===== src/rtl/regbank_write_arbiter_pkg.sv =====
// Shared definitions for the register-bank write arbiter: FSM state encodings
// and default widths used by the interface, the arbiter and its round-robin picker.
package regbank_write_arbiter_pkg;

    typedef enum logic [1:0] {
        ST_IDLE  = 2'd0,
        ST_WRITE = 2'd1,
        ST_CLEAR = 2'd2
    } state_t;

    localparam int DEF_NREQ   = 4;
    localparam int DEF_DATA_W = 8;
    localparam int DEF_ADDR_W = 3;

endpackage


===== src/rtl/regbank_write_arbiter_if.sv =====
// Requester-side and bank-side signals of the write arbiter, grouped into one bundle.
// The arbiter uses the slave modport; the requesters/bench drive the master modport.
interface regbank_write_arbiter_if
    import regbank_write_arbiter_pkg::*;
#(
    parameter int NREQ   = DEF_NREQ,
    parameter int DATA_W = DEF_DATA_W,
    parameter int ADDR_W = DEF_ADDR_W
);
    logic [NREQ-1:0]        req;
    logic [NREQ*ADDR_W-1:0] req_addr;
    logic [NREQ*DATA_W-1:0] req_data;
    logic                   clear_req;
    logic [NREQ-1:0]        gnt;
    logic                   we;
    logic [ADDR_W-1:0]      waddr;
    logic [DATA_W-1:0]      wdata;
    logic                   busy;
    logic                   clear_done;

    modport master (
        output req, req_addr, req_data, clear_req,
        input  gnt, we, waddr, wdata, busy, clear_done
    );

    modport slave (
        input  req, req_addr, req_data, clear_req,
        output gnt, we, waddr, wdata, busy, clear_done
    );
endinterface


===== src/rtl/regbank_write_arbiter_rr_pick.sv =====
// Combinational round-robin picker: first set request at or above rr_ptr, with
// wrap-around. Returns a one-hot grant, the winner index and an any-request flag.
module regbank_write_arbiter_rr_pick
    import regbank_write_arbiter_pkg::*;
#(
    parameter int NREQ  = DEF_NREQ,
    parameter int PTR_W = $clog2(NREQ)
) (
    input  logic [NREQ-1:0]  req,
    input  logic [PTR_W-1:0] rr_ptr,
    output logic [NREQ-1:0]  gnt,
    output logic [PTR_W-1:0] idx,
    output logic             any
);
    logic [PTR_W-1:0] cand;

    always_comb begin
        gnt  = '0;
        idx  = '0;
        any  = 1'b0;
        cand = '0;
        for (int k = 0; k < NREQ; k++) begin
            cand = PTR_W'((int'(rr_ptr) + k) % NREQ);
            if (!any && req[cand]) begin
                any       = 1'b1;
                gnt[cand] = 1'b1;
                idx       = cand;
            end
        end
    end
endmodule


===== src/rtl/regbank_write_arbiter.sv =====
// Round-robin owner of the register bank's single write port, with a sequenced
// one-register-per-cycle bank clear. Every output comes straight from a flop.
module regbank_write_arbiter
    import regbank_write_arbiter_pkg::*;
#(
    parameter int NREQ   = DEF_NREQ,
    parameter int DATA_W = DEF_DATA_W,
    parameter int ADDR_W = DEF_ADDR_W
) (
    input logic               clk,
    input logic               reset,
    regbank_write_arbiter_if.slave bus
);
    localparam int                PTR_W     = $clog2(NREQ);
    localparam logic [ADDR_W-1:0] LAST_ADDR = '1;

    state_t            state_q, state_n;
    logic [NREQ-1:0]   gnt_q, gnt_n;
    logic              we_q, we_n;
    logic [ADDR_W-1:0] waddr_q, waddr_n;
    logic [DATA_W-1:0] wdata_q, wdata_n;
    logic              busy_q, busy_n;
    logic              clear_done_q, clear_done_n;
    logic [PTR_W-1:0]  rr_ptr_q, rr_ptr_n;
    logic [ADDR_W-1:0] clr_cnt_q, clr_cnt_n;
    logic              pend_q, pend_n;

    logic [NREQ-1:0]   pick_gnt;
    logic [PTR_W-1:0]  pick_idx;
    logic              pick_any;
    logic [ADDR_W-1:0] sel_addr;
    logic [DATA_W-1:0] sel_data;

    regbank_write_arbiter_rr_pick #(.NREQ(NREQ), .PTR_W(PTR_W)) u_pick (
        .req    (bus.req),
        .rr_ptr (rr_ptr_q),
        .gnt    (pick_gnt),
        .idx    (pick_idx),
        .any    (pick_any)
    );

    // Route the winner's address/data using the one-hot grant.
    always_comb begin
        sel_addr = '0;
        sel_data = '0;
        for (int i = 0; i < NREQ; i++) begin
            if (pick_gnt[i]) begin
                sel_addr = bus.req_addr[i*ADDR_W +: ADDR_W];
                sel_data = bus.req_data[i*DATA_W +: DATA_W];
            end
        end
    end

    always_comb begin
        state_n      = state_q;
        gnt_n        = '0;
        we_n         = 1'b0;
        waddr_n      = waddr_q;
        wdata_n      = wdata_q;
        busy_n       = 1'b0;
        clear_done_n = 1'b0;
        rr_ptr_n     = rr_ptr_q;
        clr_cnt_n    = clr_cnt_q;
        pend_n       = pend_q | bus.clear_req;
        unique case (state_q)
            ST_IDLE: begin
                // A pending or fresh clear always wins over the requesters.
                if (pend_q || bus.clear_req) begin
                    state_n   = ST_CLEAR;
                    we_n      = 1'b1;
                    waddr_n   = '0;
                    wdata_n   = '0;
                    clr_cnt_n = ADDR_W'(1);
                    busy_n    = 1'b1;
                    pend_n    = 1'b0;
                end else if (pick_any) begin
                    state_n  = ST_WRITE;
                    gnt_n    = pick_gnt;
                    we_n     = 1'b1;
                    waddr_n  = sel_addr;
                    wdata_n  = sel_data;
                    busy_n   = 1'b1;
                    rr_ptr_n = (int'(pick_idx) == NREQ - 1) ? '0 : pick_idx + PTR_W'(1);
                end
            end
            ST_WRITE: begin
                state_n = ST_IDLE;
            end
            ST_CLEAR: begin
                if (waddr_q == LAST_ADDR) begin
                    state_n      = ST_IDLE;
                    clear_done_n = 1'b1;
                end else begin
                    we_n      = 1'b1;
                    waddr_n   = clr_cnt_q;
                    wdata_n   = '0;
                    clr_cnt_n = clr_cnt_q + ADDR_W'(1);
                    busy_n    = 1'b1;
                end
            end
            default: begin
                state_n = ST_IDLE;
            end
        endcase
    end

    always_ff @(posedge clk) begin
        if (reset) begin
            state_q      <= ST_IDLE;
            gnt_q        <= '0;
            we_q         <= 1'b0;
            waddr_q      <= '0;
            wdata_q      <= '0;
            busy_q       <= 1'b0;
            clear_done_q <= 1'b0;
            rr_ptr_q     <= '0;
            clr_cnt_q    <= '0;
            pend_q       <= 1'b0;
        end else begin
            state_q      <= state_n;
            gnt_q        <= gnt_n;
            we_q         <= we_n;
            waddr_q      <= waddr_n;
            wdata_q      <= wdata_n;
            busy_q       <= busy_n;
            clear_done_q <= clear_done_n;
            rr_ptr_q     <= rr_ptr_n;
            clr_cnt_q    <= clr_cnt_n;
            pend_q       <= pend_n;
        end
    end

    assign bus.gnt        = gnt_q;
    assign bus.we         = we_q;
    assign bus.waddr      = waddr_q;
    assign bus.wdata      = wdata_q;
    assign bus.busy       = busy_q;
    assign bus.clear_done = clear_done_q;
endmodule


===== src/flat_wrapper.sv =====
// flat-port wrapper written by rule: the top's interface ports become plain ports
module regbank_write_arbiter_flat import regbank_write_arbiter_pkg::*;
#(
    parameter int NREQ   = DEF_NREQ,
    parameter int DATA_W = DEF_DATA_W,
    parameter int ADDR_W = DEF_ADDR_W
)
  (clk, reset, bus_req, bus_req_addr, bus_req_data, bus_clear_req, bus_gnt, bus_we, bus_waddr, bus_wdata, bus_busy, bus_clear_done);
  regbank_write_arbiter_if #(.NREQ(NREQ), .DATA_W(DATA_W), .ADDR_W(ADDR_W)) bus_i ();
  input logic clk;
  input logic reset;
  input wire logic [$bits(bus_i.req)-1:0] bus_req;
  input wire logic [$bits(bus_i.req_addr)-1:0] bus_req_addr;
  input wire logic [$bits(bus_i.req_data)-1:0] bus_req_data;
  input wire logic [$bits(bus_i.clear_req)-1:0] bus_clear_req;
  output wire logic [$bits(bus_i.gnt)-1:0] bus_gnt;
  output wire logic [$bits(bus_i.we)-1:0] bus_we;
  output wire logic [$bits(bus_i.waddr)-1:0] bus_waddr;
  output wire logic [$bits(bus_i.wdata)-1:0] bus_wdata;
  output wire logic [$bits(bus_i.busy)-1:0] bus_busy;
  output wire logic [$bits(bus_i.clear_done)-1:0] bus_clear_done;
  assign bus_i.req = bus_req;
  assign bus_i.req_addr = bus_req_addr;
  assign bus_i.req_data = bus_req_data;
  assign bus_i.clear_req = bus_clear_req;
  assign bus_gnt = bus_i.gnt;
  assign bus_we = bus_i.we;
  assign bus_waddr = bus_i.waddr;
  assign bus_wdata = bus_i.wdata;
  assign bus_busy = bus_i.busy;
  assign bus_clear_done = bus_i.clear_done;
  regbank_write_arbiter #(.NREQ(NREQ), .DATA_W(DATA_W), .ADDR_W(ADDR_W)) u_core (.clk(clk), .reset(reset), .bus(bus_i));
endmodule

===== config.mk =====
export PLATFORM = sky130hd
export DESIGN_NAME = regbank_write_arbiter_flat
export DESIGN_NICKNAME = d
export VERILOG_FILES = /design/src/rtl/regbank_write_arbiter_pkg.sv /design/src/rtl/regbank_write_arbiter_if.sv /design/src/rtl/regbank_write_arbiter_rr_pick.sv /design/src/rtl/regbank_write_arbiter.sv /design/src/flat_wrapper.sv
export SDC_FILE = /design/constraint.sdc
export NUM_CORES = 1
export LEC_CHECK = 0
export ABC_AREA = 0
export BUFFER_PORTS_ARGS = -buffer_cell sky130_fd_sc_hd__buf_2
export CAP_MARGIN = 20
export CORE_MARGIN = 5
export CORE_UTILIZATION = 55
export CTS_BUF_LIST = sky130_fd_sc_hd__clkbuf_2 sky130_fd_sc_hd__clkbuf_4 sky130_fd_sc_hd__clkbuf_8
export DETAILED_ROUTE_END_ITERATION = 7
export PLACE_DENSITY = 0.86
export SYNTH_ARGS = -nofsm -noshare
export SYNTH_HDL_FRONTEND = slang
export SYNTH_SLANG_ARGS = --single-unit

===== constraint.sdc =====
create_clock -name clk -period 9.9 [get_ports clk]
set_input_delay 1.485 -clock clk [delete_from_list [all_inputs] [get_ports clk]]
set_output_delay 1.485 -clock clk [all_outputs]
set_load 0.03 [all_outputs]

* Word level (Yosys, flattened, before mapping) *
Cells that the tools add are included.

word-level totals
  ROM bits = 0
  RAM bits = 0
  memories kept = 0
  latch bits = 0
  input port bits = 51
  bits in registers = 25
  output and inout bits = 18

operators by class
  $mul = 0
  reductions and logical operators = 19
  multiplexer cells = 59
  add/subtract/negate cells = 5
  shift operators = 0
  bitwise logic cells = 8
  magnitude comparators = 8
  div/mod/pow operators = 0
  equal/unequal tests = 7

operators with widths
  operator                                                           number
  two-way mux 8 bit                                                  7
  two-way mux 3 bit                                                  9
  two-way mux 1 bit                                                  18
  two-way mux 2 bit                                                  8
  two-way mux 4 bit                                                  4
  case mux 8 bit (2 select lines)                                    1
  < comparator 2 x 3 -> 1 bit, second input constant                 4
  bitwise OR 4 bit                                                   3
  case mux 3 bit (2 select lines)                                    2
  AND reduction 3 bit                                                3
  binary-select mux 1 bit (select 2 bit)                             4
  demux 1 bit (select 2 bit)                                         4
  greater-or-equal comparator 2 x 1 -> 1 bit, second input constant  4
  logical AND 1 bit                                                  7
  adder 2 x 1 -> 2 bit, second input constant                        2
  adder 2 bit, second input constant                                 2
  inequality test 2 x 1 -> 1 bit, second input constant              2
  inverter 1 bit                                                     4
  case mux 2 bit (2 select lines)                                    1
  OR reduction 4 bit                                                 1
  adder 3 x 1 -> 3 bit, second input constant                        1
  == test 3 bit, second input constant                               1
  logical NOT 1 bit                                                  3
  inequality test 3 x 1 -> 1 bit, second input constant              1
  other kinds (10)                                                   10

* Logic depth before layout (Yosys ltp) *
  word-level depth = 19
  mapped depth = 13
  depth with buffers taken out = 8

* Hierarchy *
A second synthesis with hierarchy kept.

unflattened totals
  cell total of the unflattened synthesis = 181
  area total of the unflattened synthesis = 1684.1 um^2

modules (own cells, without submodules)
  module                         area an instance (um^2)  instances  cells an instance
  regbank_write_arbiter          1265.0                   1          136
  regbank_write_arbiter_rr_pick  419.2                    1          45

* Worst setup path after synthesis *
Ideal clock, no wire load.

  kind = input port to flip-flop
  from = input bus_req[3]
  to = register u_core.waddr_q[0], in the netlist u_core.bus.waddr[0]
  arrival = 3.442 ns
  library setup time = 0.128 ns
  cell stages on the path = 8
  buffers on the path = 2
  path slack = 6.330 ns
  cells stage by stage = clkbuf_1 mux4_2 nor3_1 and2_1 a222oi_1 buf_4 a2111oi_0 o31ai_1

on the way
  cells in the longest elaborated chain, start to end = 19

ends and longest elaborated chain
  item                                     line                                 source
  start: declaration                       flat_wrapper.sv:12                   input wire logic [$bits(bus_i.req)-1:0] bus_req;
  binary-select mux 1 bit (select 2 bit)   regbank_write_arbiter_rr_pick.sv:24  if (!any && req[cand]) begin
  two-way mux 1 bit (not written as such)  regbank_write_arbiter_rr_pick.sv:24
  two-way mux 1 bit                        regbank_write_arbiter_rr_pick.sv:24
  logical NOT 1 bit                        regbank_write_arbiter_rr_pick.sv:24
  logical AND 1 bit                        regbank_write_arbiter_rr_pick.sv:24
  two-way mux 1 bit                        regbank_write_arbiter_rr_pick.sv:24
  logical NOT 1 bit                        regbank_write_arbiter_rr_pick.sv:24
  logical AND 1 bit                        regbank_write_arbiter_rr_pick.sv:24
  two-way mux 1 bit                        regbank_write_arbiter_rr_pick.sv:24
  logical NOT 1 bit                        regbank_write_arbiter_rr_pick.sv:24
  logical AND 1 bit                        regbank_write_arbiter_rr_pick.sv:24
  two-way mux 4 bit                        regbank_write_arbiter_rr_pick.sv:24
  two-way mux 3 bit (4 in a row)           regbank_write_arbiter.sv:47          if (pick_gnt[i]) begin
  two-way mux 3 bit                        regbank_write_arbiter.sv:76          end else if (pick_any) begin
  two-way mux 3 bit                        regbank_write_arbiter.sv:68          if (pend_q || bus.clear_req) begin
  case mux 3 bit (2 select lines)          regbank_write_arbiter.sv:65          unique case (state_q)
  end signal: assignment                   regbank_write_arbiter.sv:123         waddr_q <= waddr_n;
  end: declaration                         regbank_write_arbiter.sv:20          logic [ADDR_W-1:0] waddr_q, waddr_n;

Several ways; a longest one is shown, not always the timed one. The select of a mux whose other input is x is not followed.
A chain may end at the register's enable or synchronous reset.

==> impl_metrics.tcl <==
set metrics [dict create \
    status "finished clean" \
    nFillCells 306 \
    seq_area_um2 500 \
    gr-total-overflow 0 \
    ys_warn_count 0 \
    finalNetCount 336 \
    ys_seq_elements 25 \
    endpoint "u_core.bus.wdata[5]" \
    drive_above_1_share_pct 30.8 \
    syn-instance-count 223 \
    grt_pass1_wl_um 8040 \
    start_util_pct 56.7 \
    grt_use_met2_pct 35.6 \
    maxSlewViolCount 0 \
    cp_max_fo 20 \
    numCtsBuffers 3 \
    dpl_cell_area_um2 2180 \
    setup_viol 0 \
    grt_use_met1_pct 29.4 \
    final_util_pct 66.8 \
    setup-tns-final_ns 0 \
    netSwitchingFraction_pct 46.9 \
    cts_buffer_depth 2 \
    synth_ff_type "dfxtp_1" \
    clock_skew_ns 0.00443 \
    seq_power_share_pct 32.2 \
    grt_use_total_pct 22.1 \
    maxCapViolations 0 \
    worst-r2r-cell-count 8 \
    h-tree-depth 1 \
    drt_iter0_drc 155 \
    internal_power_uw 213 \
    clkSinkCount 25 \
    ctsRootBufferMaster "clkbuf_4" \
    finalCriticalPeriod_ns 3.78 \
    end_kind "register" \
    core_um2 3310 \
    clock_latency_ns 0.33 \
    viasPerCell 6.05 \
    fin_area_um2 2210 \
    setup_ws_ns 6.12 \
    critPathLaunchType "register" \
    peakVddDrop_v 0.000175 \
    worstMarginPinSlew_ns 1.09 \
    antenna_found_initial 0 \
    finalPower_uw 401 \
    synthDistinctLibCells 51 \
    ios 69 \
    drc 0 \
    avgRoutedWirePerCell_um 16.1 \
    dr.pass1.iters 4 \
    via_count 1948 \
    place_congestion 0.945 \
    finalHoldViolations 0 \
    hold_class "reg2reg" \
    switchingPower_uw 188 \
    crit_required_ns 10.15 \
    die_h_um 68.4 \
    hold_buffers 0 \
    power_frac_clock_pct 12.2 \
    syn_area_um2 1880 \
    tritoncts "built" \
    min_period_over_period_pct 38.2 \
    grt_start_max_net_pins 21 \
    multiInputGateArea_um2 1240 \
    crit_type "reg2reg" \
    leakage_uw 0.000932 \
    ys_seq_area_share_pct 26.7 \
    rr_endpoint "u_core.bus.wdata[5]" \
    fmax_mhz 265 \
    dpl_worst_slack_ns 5.90 \
    synth-edff-count 0 \
    syn_to_final_growth_pct 17.9 \
    async_flop_share_pct 0 \
    post_cts_buffers 0 \
    syn_nets 282 \
    dieArea_um2 4680 \
    pwr-share-comb_pct 55.7 \
    rsz0062_at_grt "false" \
    antenna_cells 0 \
    cts_resized 0 \
    avgSynthCellArea_um2 8.41 \
    rrSetupSlack_ns 6.12 \
    slew_headroom_pct 27.1 \
    grt_pass1_vias 1721 \
    crit_arrival_ns 4.03 \
    power_density_nw_per_um2 181 \
    drt-total-wl_um 5170 \
    met3_usage_pct 5.09 \
    dieWidth_um 68.4 \
    antenna_left 0 \
    dpl.hpwl_um 3830 \
    grt.busiest_layer "met2" \
    port-buffer-count 68 \
    row_count 21 \
    clkSlewWorstSetupHoldPaths_ns 0.15 \
]
## registers in the layout (all words and copies together) (netlist names), named ones only
signal,count
u_core.bus.clear_done,1
u_core.bus.gnt,4
u_core.bus.waddr,3
u_core.bus.wdata,8
u_core.bus.we,1
u_core.clr_cnt_q,3
u_core.pend_q,1
u_core.rr_ptr_q,1
u_core.state_q,2
## layout by cell type, fill, tap and decap left out, types with 7 or more instances in the layout
cell type | synthesis | final
a21boi_0 | 9 | 9
a21oi_1 | 10 | 10
buf_2 | 7 | 68
dfxtp_1 | 25 | 25
ha_1 | 8 | 8
inv_1 | 10 | 10
nand2_1 | 18 | 18
nor2_1 | 15 | 15
nor3_1 | 15 | 15
o21ai_0 | 10 | 10
o221ai_1 | 7 | 7
o31ai_1 | 10 | 10
## through the flow
step / hold WS (ns) / std cells
3_3_place_gp: 0.435 / 318
3_5_place_dp: 0.434 / 318
6_report: 0.460 / 322
2_1_floorplan: 0.449 / 223
5_1_grt: 0.496 / 322
4_1_cts: 0.463 / 322
## worst min-delay path by stage
| stage | startpoint | to | slack [ns] | depth (start not counted) |
|---|---|---|---|---|
| after CTS | u_core.bus.wdata[2] | u_core.bus.wdata[2] | 0.46 | 2 |
| after global routing | u_core.bus.wdata[2] | u_core.bus.wdata[2] | 0.50 | 2 |
| final | u_core.bus.wdata[2] | u_core.bus.wdata[2] | 0.46 | 2 |
| after detailed placement | u_core.bus.wdata[2] | u_core.bus.wdata[2] | 0.43 | 2 |
| after global placement | u_core.bus.wdata[2] | u_core.bus.wdata[2] | 0.43 | 2 |
| after floorplan | u_core.clr_cnt_q[1] | u_core.clr_cnt_q[1] | 0.45 | 2 |
## critical path, cell delays in order (launching register included)
cell       delay (ns)
dfxtp_1          0.82
inv_1            0.24
ha_1             0.52
mux4_2           0.48
nor3_1           0.41
nand3_1          0.18
nand2_1          0.59
a2111oi_0        0.18
o31ai_1          0.29
## cell type report
cell class                      instances  area share (%)
Timing Repair Buffer                   69            15.7
Tap cell                               46            2.60
Clock inverter                          1           0.339
Inverter                               10            1.70
Multi-Input combinational cell        168            56.0
Sequential cell                        25            22.6
Clock buffer                            3            1.02
## power by group through the flow
stage / combinational [uW] / clock (uW) / sequential (uW)
after floorplan: 166 / 0 / 142
after global placement: 217 / 0 / 131
after detailed placement: 220 / 0 / 131
after CTS: 222 / 48.8 / 129
after global routing: 246 / 52.7 / 132
final: 224 / 48.9 / 129
## synth_stat cells (2+ instances only)
master,n,area share (%)
a2111oi_2,5,4.0
mux2i_1,5,2.7
a21boi_0,9,3.6
o31ai_1,10,4.0
xnor2_1,2,0.93
a32oi_1,3,1.4
o21ai_0,10,2.7
nand2_1,18,3.6
clkbuf_1,10,2.0
o221ai_1,7,3.3
a21oi_1,10,2.7
dfxtp_1,25,27
nor2_1,15,3.0
a2111oi_0,4,1.9
and2_1,2,0.67
buf_2,7,1.9
nand2b_1,2,0.67
mux4_2,4,4.8
a211oi_1,3,1.2
ha_1,8,5.3
nand3_1,5,1.3
nand3b_1,3,1.2
nor3_1,15,4.0
a22o_1,2,0.93
nor2b_1,3,1.0
buf_4,2,0.80
inv_1,10,2.0
## per-layer routing
layer	share of wire [%]	wire length, um
met5	0	0
met4	1.0	54
met2	50	2570
met3	7.4	381
met1	42	2170
## cell families (layout without fill, tap and decap cells)
group	Yosys count	count (layout)	share of synthesized area, %
flops	25	25	26.7
fa+ha+maj	8	8	5.34
buf+inv	30	83	7.27
xor+xnor	3	3	1.40
simple gates	68	68	17.6
mux	10	10	8.07
compound gates	79	79	33.6
No activity file was read; power rests on OpenSTA's default activity.
